`src/rtl/spi_master_fifo.sv`:
```
// Soft SPI master with CPOL/CPHA/bit-order select, programmable SCLK divider and a TX FIFO.
// Define SPI_RX_FIFO_EN for a FIFO_DEPTH-entry RX FIFO; otherwise RX is a single holding register.
module spi_master_fifo #(
  parameter int unsigned NUM_CS     = 1,
  parameter int unsigned FIFO_DEPTH = 4,
  parameter logic [7:0]  DIV_RESET  = 8'd3
) (
  input  logic              clk,
  input  logic              rst,
  input  logic              cs,
  input  logic              we,
  input  logic [2:0]        addr,
  input  logic [7:0]        din,
  output logic [7:0]        dout,
  output logic              irq,
  output logic              spi_sclk,
  output logic              spi_mosi,
  input  logic              spi_miso,
  output logic [NUM_CS-1:0] spi_cs_n
);
  localparam int unsigned AW = $clog2(FIFO_DEPTH);
  localparam logic [AW:0] CNT_FULL = (AW+1)'(FIFO_DEPTH);

  typedef enum logic [1:0] {IDLE, SHIFT, DONE} state_t;

  state_t             state_q, state_d;
  logic [7:0]         ctrl_q, div_q;
  logic [NUM_CS-1:0]  csel_q;
  logic               txovf_q, rxovr_q;
  logic [7:0]         tx_mem_q [FIFO_DEPTH];
  logic [AW-1:0]      tx_wp_q, tx_rp_q;
  logic [AW:0]        tx_cnt_q;
  logic               cpol_q, cpol_d, cpha_q, cpha_d, lsb_q, lsb_d;
  logic [7:0]         bdiv_q, bdiv_d, hcnt_q, hcnt_d;
  logic [4:0]         edge_q, edge_d;
  logic               sclk_q, sclk_d, mosi_q, mosi_d;
  logic [7:0]         txsr_q, txsr_d, rxsr_q, rxsr_d;
  logic               tx_pop, rx_push, rx_pop, rx_avail, rx_ovr_set;
  logic [7:0]         rx_head, csel_rd, tx_head;

  logic wr, wr_data, rd_data, tx_full, tx_empty, tx_push, busy;
  assign wr       = cs & we;
  assign wr_data  = wr && (addr == 3'd0);
  assign rd_data  = cs && !we && (addr == 3'd0);
  assign tx_full  = (tx_cnt_q == CNT_FULL);
  assign tx_empty = (tx_cnt_q == '0);
  assign tx_push  = wr_data & ~tx_full;
  assign busy     = (state_q != IDLE);
  assign tx_head  = tx_mem_q[tx_rp_q];

  always_comb begin
    state_d = state_q;
    cpol_d  = cpol_q;
    cpha_d  = cpha_q;
    lsb_d   = lsb_q;
    bdiv_d  = bdiv_q;
    hcnt_d  = hcnt_q;
    edge_d  = edge_q;
    sclk_d  = sclk_q;
    mosi_d  = mosi_q;
    txsr_d  = txsr_q;
    rxsr_d  = rxsr_q;
    tx_pop  = 1'b0;
    rx_push = 1'b0;
    unique case (state_q)
      IDLE: if (ctrl_q[7] && !tx_empty) begin
        tx_pop  = 1'b1;
        cpol_d  = ctrl_q[0];
        cpha_d  = ctrl_q[1];
        lsb_d   = ctrl_q[2];
        bdiv_d  = div_q;
        hcnt_d  = div_q;
        edge_d  = '0;
        sclk_d  = ctrl_q[0];
        txsr_d  = tx_head;
        // CPHA=0 must present the first bit before the leading edge
        if (!ctrl_q[1]) begin
          mosi_d = ctrl_q[2] ? tx_head[0] : tx_head[7];
          txsr_d = ctrl_q[2] ? {1'b0, tx_head[7:1]} : {tx_head[6:0], 1'b0};
        end
        state_d = SHIFT;
      end
      SHIFT: begin
        if (hcnt_q != 8'd0) begin
          hcnt_d = hcnt_q - 8'd1;
        end else begin
          hcnt_d = bdiv_q;
          sclk_d = ~sclk_q;
          edge_d = edge_q + 5'd1;
          if (cpha_q ? !edge_d[0] : edge_d[0])
            rxsr_d = lsb_q ? {spi_miso, rxsr_q[7:1]} : {rxsr_q[6:0], spi_miso};
          if (cpha_q ? edge_d[0] : (!edge_d[0] && edge_d != 5'd16)) begin
            mosi_d = lsb_q ? txsr_q[0] : txsr_q[7];
            txsr_d = lsb_q ? {1'b0, txsr_q[7:1]} : {txsr_q[6:0], 1'b0};
          end
          if (edge_d == 5'd16) state_d = DONE;
        end
      end
      DONE: begin
        rx_push = 1'b1;
        state_d = IDLE;
      end
      default: state_d = IDLE;
    endcase
  end

  always_ff @(posedge clk or negedge rst) begin
    if (!rst) begin
      state_q <= IDLE;
      cpol_q  <= 1'b0;
      cpha_q  <= 1'b0;
      lsb_q   <= 1'b0;
      bdiv_q  <= '0;
      hcnt_q  <= '0;
      edge_q  <= '0;
      sclk_q  <= 1'b0;
      mosi_q  <= 1'b0;
      txsr_q  <= '0;
      rxsr_q  <= '0;
    end else begin
      state_q <= state_d;
      cpol_q  <= cpol_d;
      cpha_q  <= cpha_d;
      lsb_q   <= lsb_d;
      bdiv_q  <= bdiv_d;
      hcnt_q  <= hcnt_d;
      edge_q  <= edge_d;
      sclk_q  <= sclk_d;
      mosi_q  <= mosi_d;
      txsr_q  <= txsr_d;
      rxsr_q  <= rxsr_d;
    end
  end

  always_ff @(posedge clk) begin
    if (tx_push) tx_mem_q[tx_wp_q] <= din;
  end

  always_ff @(posedge clk or negedge rst) begin
    if (!rst) begin
      tx_wp_q  <= '0;
      tx_rp_q  <= '0;
      tx_cnt_q <= '0;
    end else begin
      if (tx_push) tx_wp_q <= tx_wp_q + AW'(1);
      if (tx_pop)  tx_rp_q <= tx_rp_q + AW'(1);
      if (tx_push && !tx_pop)      tx_cnt_q <= tx_cnt_q + (AW+1)'(1);
      else if (!tx_push && tx_pop) tx_cnt_q <= tx_cnt_q - (AW+1)'(1);
    end
  end

`ifdef SPI_RX_FIFO_EN
  logic [7:0]    rx_mem_q [FIFO_DEPTH];
  logic [AW-1:0] rx_wp_q, rx_rp_q;
  logic [AW:0]   rx_cnt_q;
  logic          rx_full, rx_wr;
  assign rx_full    = (rx_cnt_q == CNT_FULL);
  assign rx_avail   = (rx_cnt_q != '0);
  assign rx_head    = rx_mem_q[rx_rp_q];
  assign rx_pop     = rd_data & rx_avail;
  assign rx_wr      = rx_push & ~rx_full;
  assign rx_ovr_set = rx_push & rx_full;

  always_ff @(posedge clk) begin
    if (rx_wr) rx_mem_q[rx_wp_q] <= rxsr_q;
  end

  always_ff @(posedge clk or negedge rst) begin
    if (!rst) begin
      rx_wp_q  <= '0;
      rx_rp_q  <= '0;
      rx_cnt_q <= '0;
    end else begin
      if (rx_wr)  rx_wp_q <= rx_wp_q + AW'(1);
      if (rx_pop) rx_rp_q <= rx_rp_q + AW'(1);
      if (rx_wr && !rx_pop)      rx_cnt_q <= rx_cnt_q + (AW+1)'(1);
      else if (!rx_wr && rx_pop) rx_cnt_q <= rx_cnt_q - (AW+1)'(1);
    end
  end
`else
  logic [7:0] rx_hold_q;
  logic       rx_avail_q;
  assign rx_avail   = rx_avail_q;
  assign rx_head    = rx_hold_q;
  assign rx_pop     = rd_data & rx_avail_q;
  assign rx_ovr_set = rx_push & rx_avail_q;

  always_ff @(posedge clk or negedge rst) begin
    if (!rst) begin
      rx_hold_q  <= '0;
      rx_avail_q <= 1'b0;
    end else if (rx_push) begin
      rx_hold_q  <= rxsr_q;
      rx_avail_q <= 1'b1;
    end else if (rx_pop) begin
      rx_avail_q <= 1'b0;
    end
  end
`endif

  always_ff @(posedge clk or negedge rst) begin
    if (!rst) begin
      ctrl_q  <= '0;
      csel_q  <= '0;
      div_q   <= DIV_RESET;
      txovf_q <= 1'b0;
      rxovr_q <= 1'b0;
    end else begin
      if (wr && addr == 3'd2) ctrl_q <= din & 8'h9F;
      if (wr && addr == 3'd3) csel_q <= din[NUM_CS-1:0];
      if (wr && addr == 3'd4) div_q  <= din;
      if (wr && addr == 3'd1) begin
        if (din[5]) txovf_q <= 1'b0;
        if (din[4]) rxovr_q <= 1'b0;
      end
      if (wr_data && tx_full) txovf_q <= 1'b1;
      if (rx_ovr_set)         rxovr_q <= 1'b1;
    end
  end

  always_comb begin
    csel_rd = '0;
    csel_rd[NUM_CS-1:0] = csel_q;
  end

  always_comb begin
    dout = '0;
    case (addr)
      3'd0:    dout = rx_avail ? rx_head : 8'd0;
      3'd1:    dout = {2'b00, txovf_q, rxovr_q, rx_avail, tx_empty, tx_full, busy};
      3'd2:    dout = ctrl_q;
      3'd3:    dout = csel_rd;
      3'd4:    dout = div_q;
      default: dout = '0;
    endcase
  end

  assign irq      = (ctrl_q[3] & tx_empty & ~busy) | (ctrl_q[4] & rx_avail);
  assign spi_sclk = sclk_q;
  assign spi_mosi = mosi_q;
  assign spi_cs_n = ~csel_q;
endmodule

```
`config.mk`:
```
export PLATFORM = sky130hd
export DESIGN_NAME = spi_master_fifo
export DESIGN_NICKNAME = d
export VERILOG_FILES = /design/src/rtl/spi_master_fifo.sv
export SDC_FILE = /design/constraint.sdc
export NUM_CORES = 1
export LEC_CHECK = 0
export ABC_CLOCK_PERIOD_IN_PS = 2500
export CAP_MARGIN = 40
export CORE_UTILIZATION = 54
export DETAILED_ROUTE_END_ITERATION = 12
export HOLD_SLACK_MARGIN = 0.08
export PLACE_DENSITY = 0.86
export SLEW_MARGIN = 10
export SYNTH_ARGS = -nofsm -noshare
export SYNTH_HDL_FRONTEND = slang
export SYNTH_SLANG_ARGS = --single-unit
```
`constraint.sdc`:
```
create_clock -name clk -period 2.5 [get_ports clk]
set_input_delay 0.25 -clock clk [delete_from_list [all_inputs] [get_ports clk]]
set_output_delay 0.25 -clock clk [all_outputs]
set_load 0.02 [all_outputs]
```
# [After elaboration in Yosys (flattened, before gate mapping)]
# Memories as Yosys holds them, arrays and structs flattened.
# Index checks and enable logic that the tools add are counted.
[classes] addsub=6 eq_ne=14 n_mux=47 bitwise=13 reduce_logical=38
[ops] operator="8-bit two-way mux" count=10
[ops] operator="8-bit case mux with 5 select lines" count=1
[ops] operator="8-bit case mux with 2 select lines" count=2
[ops] operator="1-bit two-way mux" count=23
[ops] operator="2-bit nonzero test" count=8
[ops] operator="1-bit logical AND" count=12
[ops] operator="5-bit two-way mux" count=2
[ops] operator="2-bit != test (second input constant)" count=5
[ops] operator="5-bit case mux with 2 select lines" count=1
[ops] operator="3-bit AND reduction" count=3
[ops] operator="2-bit AND reduction" count=4
[ops] operator="8-bit nonzero test" count=1
[ops] operator="8-bit by 1-bit subtractor with 8-bit output (second input constant)" count=1
[ops] operator="1-bit bitwise AND" count=7
[ops] operator="3-bit by 2-bit == test with 1-bit output (second input constant)" count=2
[ops] operator="3-bit == test (second input constant)" count=2
[ops] operator="3-bit zero test" count=2
[ops] operator="2-bit two-way mux" count=3
[ops] operator="3-bit two-way mux" count=2
[ops] operator="5-bit by 1-bit adder with 5-bit output (second input constant)" count=1
[ops] operator="5-bit == test (second input constant)" count=1
[ops] operator="1-bit zero test" count=5
[ops] operator="5-bit != test (second input constant)" count=1
[ops] operator="1-bit inverter" count=5
[ops] operator="other kinds (12)" count=14
[word_totals] reg_bits=76 ram_bits=32 inputBits=16 output_inout_bits=12 wordCells=139 memories=1
[mem_list] memory="tx_mem_q" words=4 width=8 rd=1 rd_clocked_by_memory_dff=0 write_ports=1 line="30" rtl="logic [7:0] tx_mem_q [FIFO_DEPTH];"

# [Longest topological paths before layout]
# Gate-level depths: netlist of run 1.
[logic_depth] depth_word=8 mapped_depth=12 depth_no_buf=9

# [Worst setup path before layout of run 1]
# No wires, ideal clock.
[synth_timing] path_type="register -> register" from="register tx_cnt_q[1]" to="register tx_cnt_q[2]" arrival_time_ns=2.480 required_ns=2.421 path_slack_ns=-0.059 stages_incl_launch_ff=13 path_buffers=3 path_cell_list="dfrtp_1 -> or3_1 -> and3_1 -> clkbuf_1 -> inv_1 -> buf_2 -> buf_2 -> ha_1 -> inv_1 -> fa_1 -> xor2_1 -> nor2_1 -> xor2_1"
[synth_between] elab_chain_len=8
[synth_rtl] item="from (decl)" line="32" rtl="logic [AW:0] tx_cnt_q;"
[synth_rtl] item="from (signal assigned)" line="147" rtl="if (tx_push && !tx_pop) tx_cnt_q <= tx_cnt_q + (AW+1)'(1);"
[synth_rtl] item="from (signal assigned)" line="148" rtl="else if (!tx_push && tx_pop) tx_cnt_q <= tx_cnt_q - (AW+1)'(1);"
[synth_rtl] item="3-bit zero test" line="46" rtl="assign tx_empty = (tx_cnt_q == '0);"
[synth_rtl] item="1-bit zero test" line="66" rtl="IDLE: if (ctrl_q[7] && !tx_empty) begin"
[synth_rtl] item="1-bit logical AND" line="66"
[synth_rtl] item="1-bit two-way mux" line="66"
[synth_rtl] item="1-bit two-way mux" line="65" rtl="unique case (state_q)"
[synth_rtl] item="1-bit zero test" line="147"
[synth_rtl] item="1-bit logical AND" line="147"
[synth_rtl] item="3-bit two-way mux / 2-bit nonzero test (equally long branches)"
# Parallel ways exist; a longest one is shown, timed or not. The select of a mux whose other input is x is not followed.
# A chain may end at the register's enable or synchronous reset.

# [Final worst setup path of run 1]
[layout_timing] from="register rx_avail_q, in the netlist rx_avail" to="output dout[7]"
[layout_between] elab_chain_len=2
[layout_rtl] item="from (decl)" line="182" rtl="logic rx_avail_q;"
[layout_rtl] item="from (signal assigned)" line="191" rtl="rx_avail_q <= 1'b0;"
[layout_rtl] item="from (signal assigned)" line="194" rtl="rx_avail_q <= 1'b1;"
[layout_rtl] item="from (signal assigned)" line="196" rtl="rx_avail_q <= 1'b0;"
[layout_rtl] item="8-bit two-way mux" line="229" rtl="3'd0: dout = rx_avail ? rx_head : 8'd0;"
[layout_rtl] item="8-bit case mux with 5 select lines" line="228" rtl="case (addr)"
[layout_rtl] item="to (decl)" line="14" rtl="output logic [7:0] dout,"
# No other way between the ends.

==> impl_metrics.json, run 1 <==
{
  "run_status": "finished, final reports clean",
  "cp_cell_sequence": "nor2b_1 > buf_4 > a22oi_1 > nor2_1 > a31oi_1 > nor2_1 > clkdlybuf4s50_1",
  "cts.clk_slew.worst_paths_ns": 0.12,
  "port_buffers": 27,
  "cts-root-buf": "clkbuf_8",
  "cpPeakStageDelay_ns": 0.54,
  "synth_seq_cells": 108,
  "maxSlewHeadroom_pct": 51.4,
  "rows": 36,
  "diodes": 0,
  "fin_crit_sh_pct": 93.7,
  "first_pass_iters": 6,
  "ant_nets": 0,
  "crit_arrival_ns": 2.09,
  "antenna_found_initial": 0,
  "tritoncts.num_buffers": 9,
  "synth_fp_nets": 522,
  "vias_per_cell": 5.97,
  "cts_htree_levels": 3,
  "setup_violations": 0,
  "core-area_um2": 9860,
  "avgSynthCellArea_um2": 11.1,
  "clockBufferDepth": 2,
  "yosysWarnings": 0,
  "cts.sinks": 108,
  "routed_wl_mm": 11.9,
  "drt_iter0_markers": 222,
  "tritoncts": "done",
  "fin_setup_tns_ns": 0,
  "fp.dieH_um": 103,
  "drive_gt1_share_pct": 17.9,
  "drc_errors": 0,
  "synthesis.area_um2": 5530,
  "clk_latency_ns": 0.40,
  "synth_top_area_share_pct": 33.5,
  "final_max_slew_viol_count": 0,
  "synth_flop_cell": "dfrtp_1",
  "grt_use_total_pct": 25.3,
  "fin_crit_ns": 2.34,
  "async_reset_ff_share_pct": 70.4,
  "crit_type": "reg2out",
  "drv_cap": 0,
  "start_util_pct": 56.0,
  "fmax_mhz": 427,
  "dieArea_um2": 10600,
  "grt_pass1_wl_mm": 20.0,
  "crit_top_cell": "nor2_1",
  "synth_most_common_cell": "dfrtp_1",
  "vdd_drop_max_mv": 0.491,
  "place.gp.congestion": 0.905,
  "grt-ovfl-total": 0,
  "fin_skew_ns": 0.0139,
  "dp_hpwl_mm": 8.49,
  "ys_seq_area_share_pct": 51.8,
  "leakage_nw": 2.58,
  "vias": 3960,
  "post_cts_buffers": 0,
  "ios": 28,
  "synth-edff-count": 32,
  "cp_max_fo": 7,
  "ys_types": 62,
  "tightest_slew_ns": 0.729,
  "die_w_um": 103,
  "design_area_um2": 6210,
  "nets": 550,
  "grt_max_degree": 60,
  "timing.reg2reg.setup_slack_ns": 0.22,
  "synth_top_area_cell": "dfrtp_1",
  "synthTopCellsByCount": "dfrtp_1, nand2_1, mux2_2",
  "critPathRequiredTime_ns": 2.25,
  "start_kind": "register",
  "crit_path_top_delay_cell": "clkdlybuf4s50_1",
  "postSynthCellCount": 497,
  "dpl_cell_area_um2": 5980,
  "rsz0062_at_grt": "no",
  "grt_pass1_vias": 3929,
  "synth.area.top_cells": "dfrtp_1, edfxtp_1, mux2_2, nand2_1, mux2i_1",
  "hold_viol_final": 0,
  "endpoint_kind": "output pin",
  "area_growth_pct": 12.4,
  "hold_path_class": "in2async",
  "finalPower_mw": 5.85,
  "wl_per_cell_um": 18.0,
  "power.density_nw_per_um2": 941
}
[flip-flops by register name, indices dropped and copies added (netlist names), 3 cells and up]
signal,cells
txsr_q,8
div_q,8
bdiv_q,8
tx_cnt_q,3
rxsr_q,8
rx_head,8
tx_mem_q,32
hcnt_q,8
edge_q,5
ctrl_q,6
[power by group]
part | internal, mW | leakage [nW] | switching [mW]
Sequential | 2.21 | 1.23 | 0.523
Clock | 0.400 | 0.0998 | 0.671
Combinational | 1.02 | 1.25 | 1.02
Total | 3.63 | 2.58 | 2.22
[final timing paths]
path | cells after the start | from | to
hold reg to reg | 2 | bdiv_q[7] | bdiv_q[7]
hold / removal | 2 | rst | edge_q[3]
min in group clk | 4 | addr[2] | rx_avail
setup / recovery | 7 | rx_avail | dout[7]
setup reg to reg | 9 | tx_cnt_q[2] | tx_cnt_q[2]
max in group asynchronous | 3 | rst | div_q[1]
[cells by family (layout without fill, tap and decap cells)]
family | after synthesis | after routing | synth area share (%)
AND/OR/NAND/NOR | 148 | 148 | 13.4
buffers and inverters | 40 | 73 | 3.10
XOR/XNOR | 11 | 11 | 1.74
adder cells (fa/ha/maj) | 9 | 9 | 2.17
flip-flops | 108 | 108 | 51.8
multiplexers | 71 | 71 | 14.7
AO/OA/AOI/OAI | 110 | 110 | 13.0
[layout by cell type (no fill, tap or decap), types with 6 or more instances in the layout]
cell type	n
dfrtp_1	74
nand2_1	69
mux2_2	42
o21ai_0	33
edfxtp_1	32
mux2i_1	24
nor2_1	21
clkdlybuf4s50_1	21
buf_4	17
a21oi_1	16
inv_1	11
nor3_1	10
nor2b_1	9
clkbuf_8	9
a22oi_1	8
ha_1	8
xnor2_1	7
a221o_1	7
nand2b_1	6
o21ai_1	6
[routing by layer]
layer | up-vias | global-route usage [%] | wire length, um
li1 | 1851 | - | -
met1 | 1958 | 34.7 | 5430
met2 | 131 | 39.6 | 5680
met3 | 20 | 5.38 | 577
met4 | 0 | 9.86 | 239
met5 | - | 0 | 0
[final cells by class]
type / count / area, um^2
Inverter: 12 / 45.0
Multi-Input combinational cell: 349 / 2500
Timing Repair Buffer: 45 / 438
Sequential cell: 108 / 2870
Tap cell: 133 / 166
Clock buffer: 9 / 124
Clock inverter: 7 / 80.1
Fill cell: 733 / 3650
[critical path: cells and delay by family, from the launching register on]
kind | cells | cell delay (ns)
compound gates | 2 | 0.31
flops | 1 | 0.43
buf+inv | 2 | 0.71
simple gates | 3 | 0.26
[metrics by stage]
stage / instances / setup slack [ns] / utilization, % / hold WS [ns]
after floorplan: 497 / 0.0218 / - / -0.0456
after global placement: 645 / 0.0509 / 60.4 / 0.441
after detailed placement: 646 / 0.00649 / 60.7 / 0.146
after CTS: 663 / 0.0266 / 62.8 / 0.265
after global routing: 663 / 0.0206 / 63.0 / 0.278
final: 663 / 0.157 / 63.0 / 0.263
[what timing repair did]
item / CTS / global route
hold endpoints to repair: 74 / 0
resized for setup: 0 / 6
endpoints found under the setup margin: 0 / 16
hold buffers: 1 / 0
Power figures use the tool's default switching activity.
==> run 2, diff against run 1 <==
- CORE_ASPECT_RATIO: default -> 0.7
- TNS_END_PERCENT: default -> 20
==> run 2 against run 1 <==
Net effect:
- register-to-register slack worse by 0.03 ns
- highest routed layer unchanged
- design area up 1.5%
- critical endpoint is now dout[3]
- largest cell class unchanged
- clock-buffer cell count unchanged
- flip-flop and latch count unchanged
- critical path depth unchanged
- clock power up 28%
- die area about the same
- final cell count down 0.15%
- core utilization up 1.1 points
- hold slack better by 0.026 ns
==> impl_metrics.json, run 2 (synthesized netlist as in run 1, its figures left out) <==
{
  "fin_crit_sh_pct": 97.4,
  "grt_pass1_vias": 4084,
  "grt-ovfl-total": 0,
  "antenna_found_initial": 0,
  "crit_arrival_ns": 2.18,
  "rsz0062_at_grt": "no",
  "fmax_mhz": 411,
  "dieArea_um2": 10700,
  "vdd_drop_max_mv": 0.591,
  "hold_path_class": "in2async",
  "dp_hpwl_mm": 8.94,
  "final_cells": 662,
  "diodes": 0,
  "dp_cells": 645,
  "tritoncts": "done",
  "place.gp.congestion": 0.967,
  "critPathRequiredTime_ns": 2.25,
  "grt_max_degree": 64,
  "tightest_slew_ns": 0.691,
  "ios": 28,
  "clk_latency_ns": 0.35,
  "fin_util_pct": 64.1,
  "drive_gt1_share_pct": 18.4,
  "cts-root-buf": "clkbuf_16",
  "power.density_nw_per_um2": 986,
  "top_register": "tx_mem_q",
  "vias": 4064,
  "clockBufferDepth": 2,
  "final_max_slew_viol_count": 0,
  "grt_pass1_wl_mm": 20.8,
  "finalWorstSetupSlack_ns": 0.0652,
  "finalPower_mw": 6.22,
  "setup_violations": 0,
  "endpoint_kind": "output pin",
  "leakage_nw": 2.60,
  "start_kind": "input pin",
  "hold_viol_final": 0,
  "cts_htree_levels": 3,
  "tritoncts.num_buffers": 9,
  "grt_use_total_pct": 26.1,
  "drv_cap": 0,
  "fp.dieH_um": 86.7,
  "die_w_um": 123,
  "vias_per_cell": 6.14,
  "cp_max_fo": 7,
  "first_pass_iters": 5,
  "layout_commonest_cell": "dfrtp_1",
  "crit_type": "in2out",
  "port_buffers": 27,
  "nets": 554,
  "fin_crit_ns": 2.43,
  "ant_nets": 0,
  "run_status": "finished, final reports clean",
  "fin_skew_ns": 0.00585,
  "worst_hold_slack_ns": 0.290,
  "cts.clk_slew.worst_paths_ns": 0.07,
  "largest_register_ff_count": 32,
  "core-area_um2": 9830,
  "drc_errors": 0,
  "drt_iter0_markers": 292,
  "dp_slack_ns": -0.0624,
  "fillers": 753,
  "routed_wl_mm": 12.5,
  "area_growth_pct": 14.1,
  "final_cell_mix": "dfrtp_1, nand2_1, mux2_2",
  "start_util_pct": 56.2,
  "timing.reg2reg.setup_slack_ns": 0.19,
  "maxSlewHeadroom_pct": 53.9,
  "wl_per_cell_um": 18.9,
  "rows": 30,
  "cts.sinks": 108
}
==> run 2: cell count changes in the layout (fill, tap and decap cells not counted), sizes merged <==
cell,delta
clkdlybuf4s50,+2
clkinvlp,+1
dlymetal6s2s,-2
clkinv,-1
buf,+4
==> run 2: per-stage QoR <==
step / TNS, ns / area, um^2
detailed placement: -0.0624 / 6010
CTS: 0 / 6300
global placement: 0 / 5980
finish: 0 / 6310
global route: 0 / 6310
floorplan: 0 / 5530
==> run 2: metal layers <==
layer / track usage [%] / wire [um] / share of wire (%) / vias to the layer above
li1: - / - / - / 1868
met1: 36.9 / 5640 / 45 / 1978
met2: 39.5 / 5560 / 44 / 196
met3: 6.97 / 1120 / 8.9 / 22
met4: 7.98 / 219 / 1.7 / 0
met5: 0 / 0 / 0 / -
==> run 2: cell type report <==
type / count / area (um^2) / share of cell area [%]
Sequential cell: 108 / 2870 / 45.4
Clock inverter: 7 / 56.3 / 0.893
Inverter: 12 / 45.0 / 0.714
Clock buffer: 9 / 225 / 3.57
Tap cell: 128 / 160 / 2.54
Timing Repair Buffer: 49 / 463 / 7.34
Multi-Input combinational cell: 349 / 2490 / 39.5
==> run 2: worst max-delay path, cell delays in order <==
cell	delay, ns
clkdlybuf4s50_1	0.54
nor2b_1	0.16
buf_4	0.16
o21ai_0	0.09
o21a_1	0.11
o21ai_0	0.22
clkdlybuf4s50_1	0.66
==> run 2: path summary, 6_finish.rpt <==
check	from	to	cells after the start
worst max register to register	tx_cnt_q[2]	tx_cnt_q[2]	9
worst min register to register	bdiv_q[7]	bdiv_q[7]	2
worst max-delay path	addr[2]	dout[3]	7
worst min-delay path	rst	spi_mosi	2
min in group clk	bdiv_q[7]	bdiv_q[7]	2
max in group asynchronous	rst	div_q[0]	3
==> run 2: what timing repair did <==
item | CTS | global route
endpoints found under the setup margin | 0 | 4
endpoints found under the hold margin | 74 | 0
buffers inserted | 0 | 0
hold buffers | 1 | 0
gates resized for setup | 0 | 4
==> run 2: power breakdown <==
| part | switching (mW) | internal (mW) | leakage [nW] |
|---|---|---|---|
| logic | 1.07 | 1.04 | 1.24 |
| registers | 0.517 | 2.22 | 1.23 |
| clock network | 0.683 | 0.691 | 0.132 |
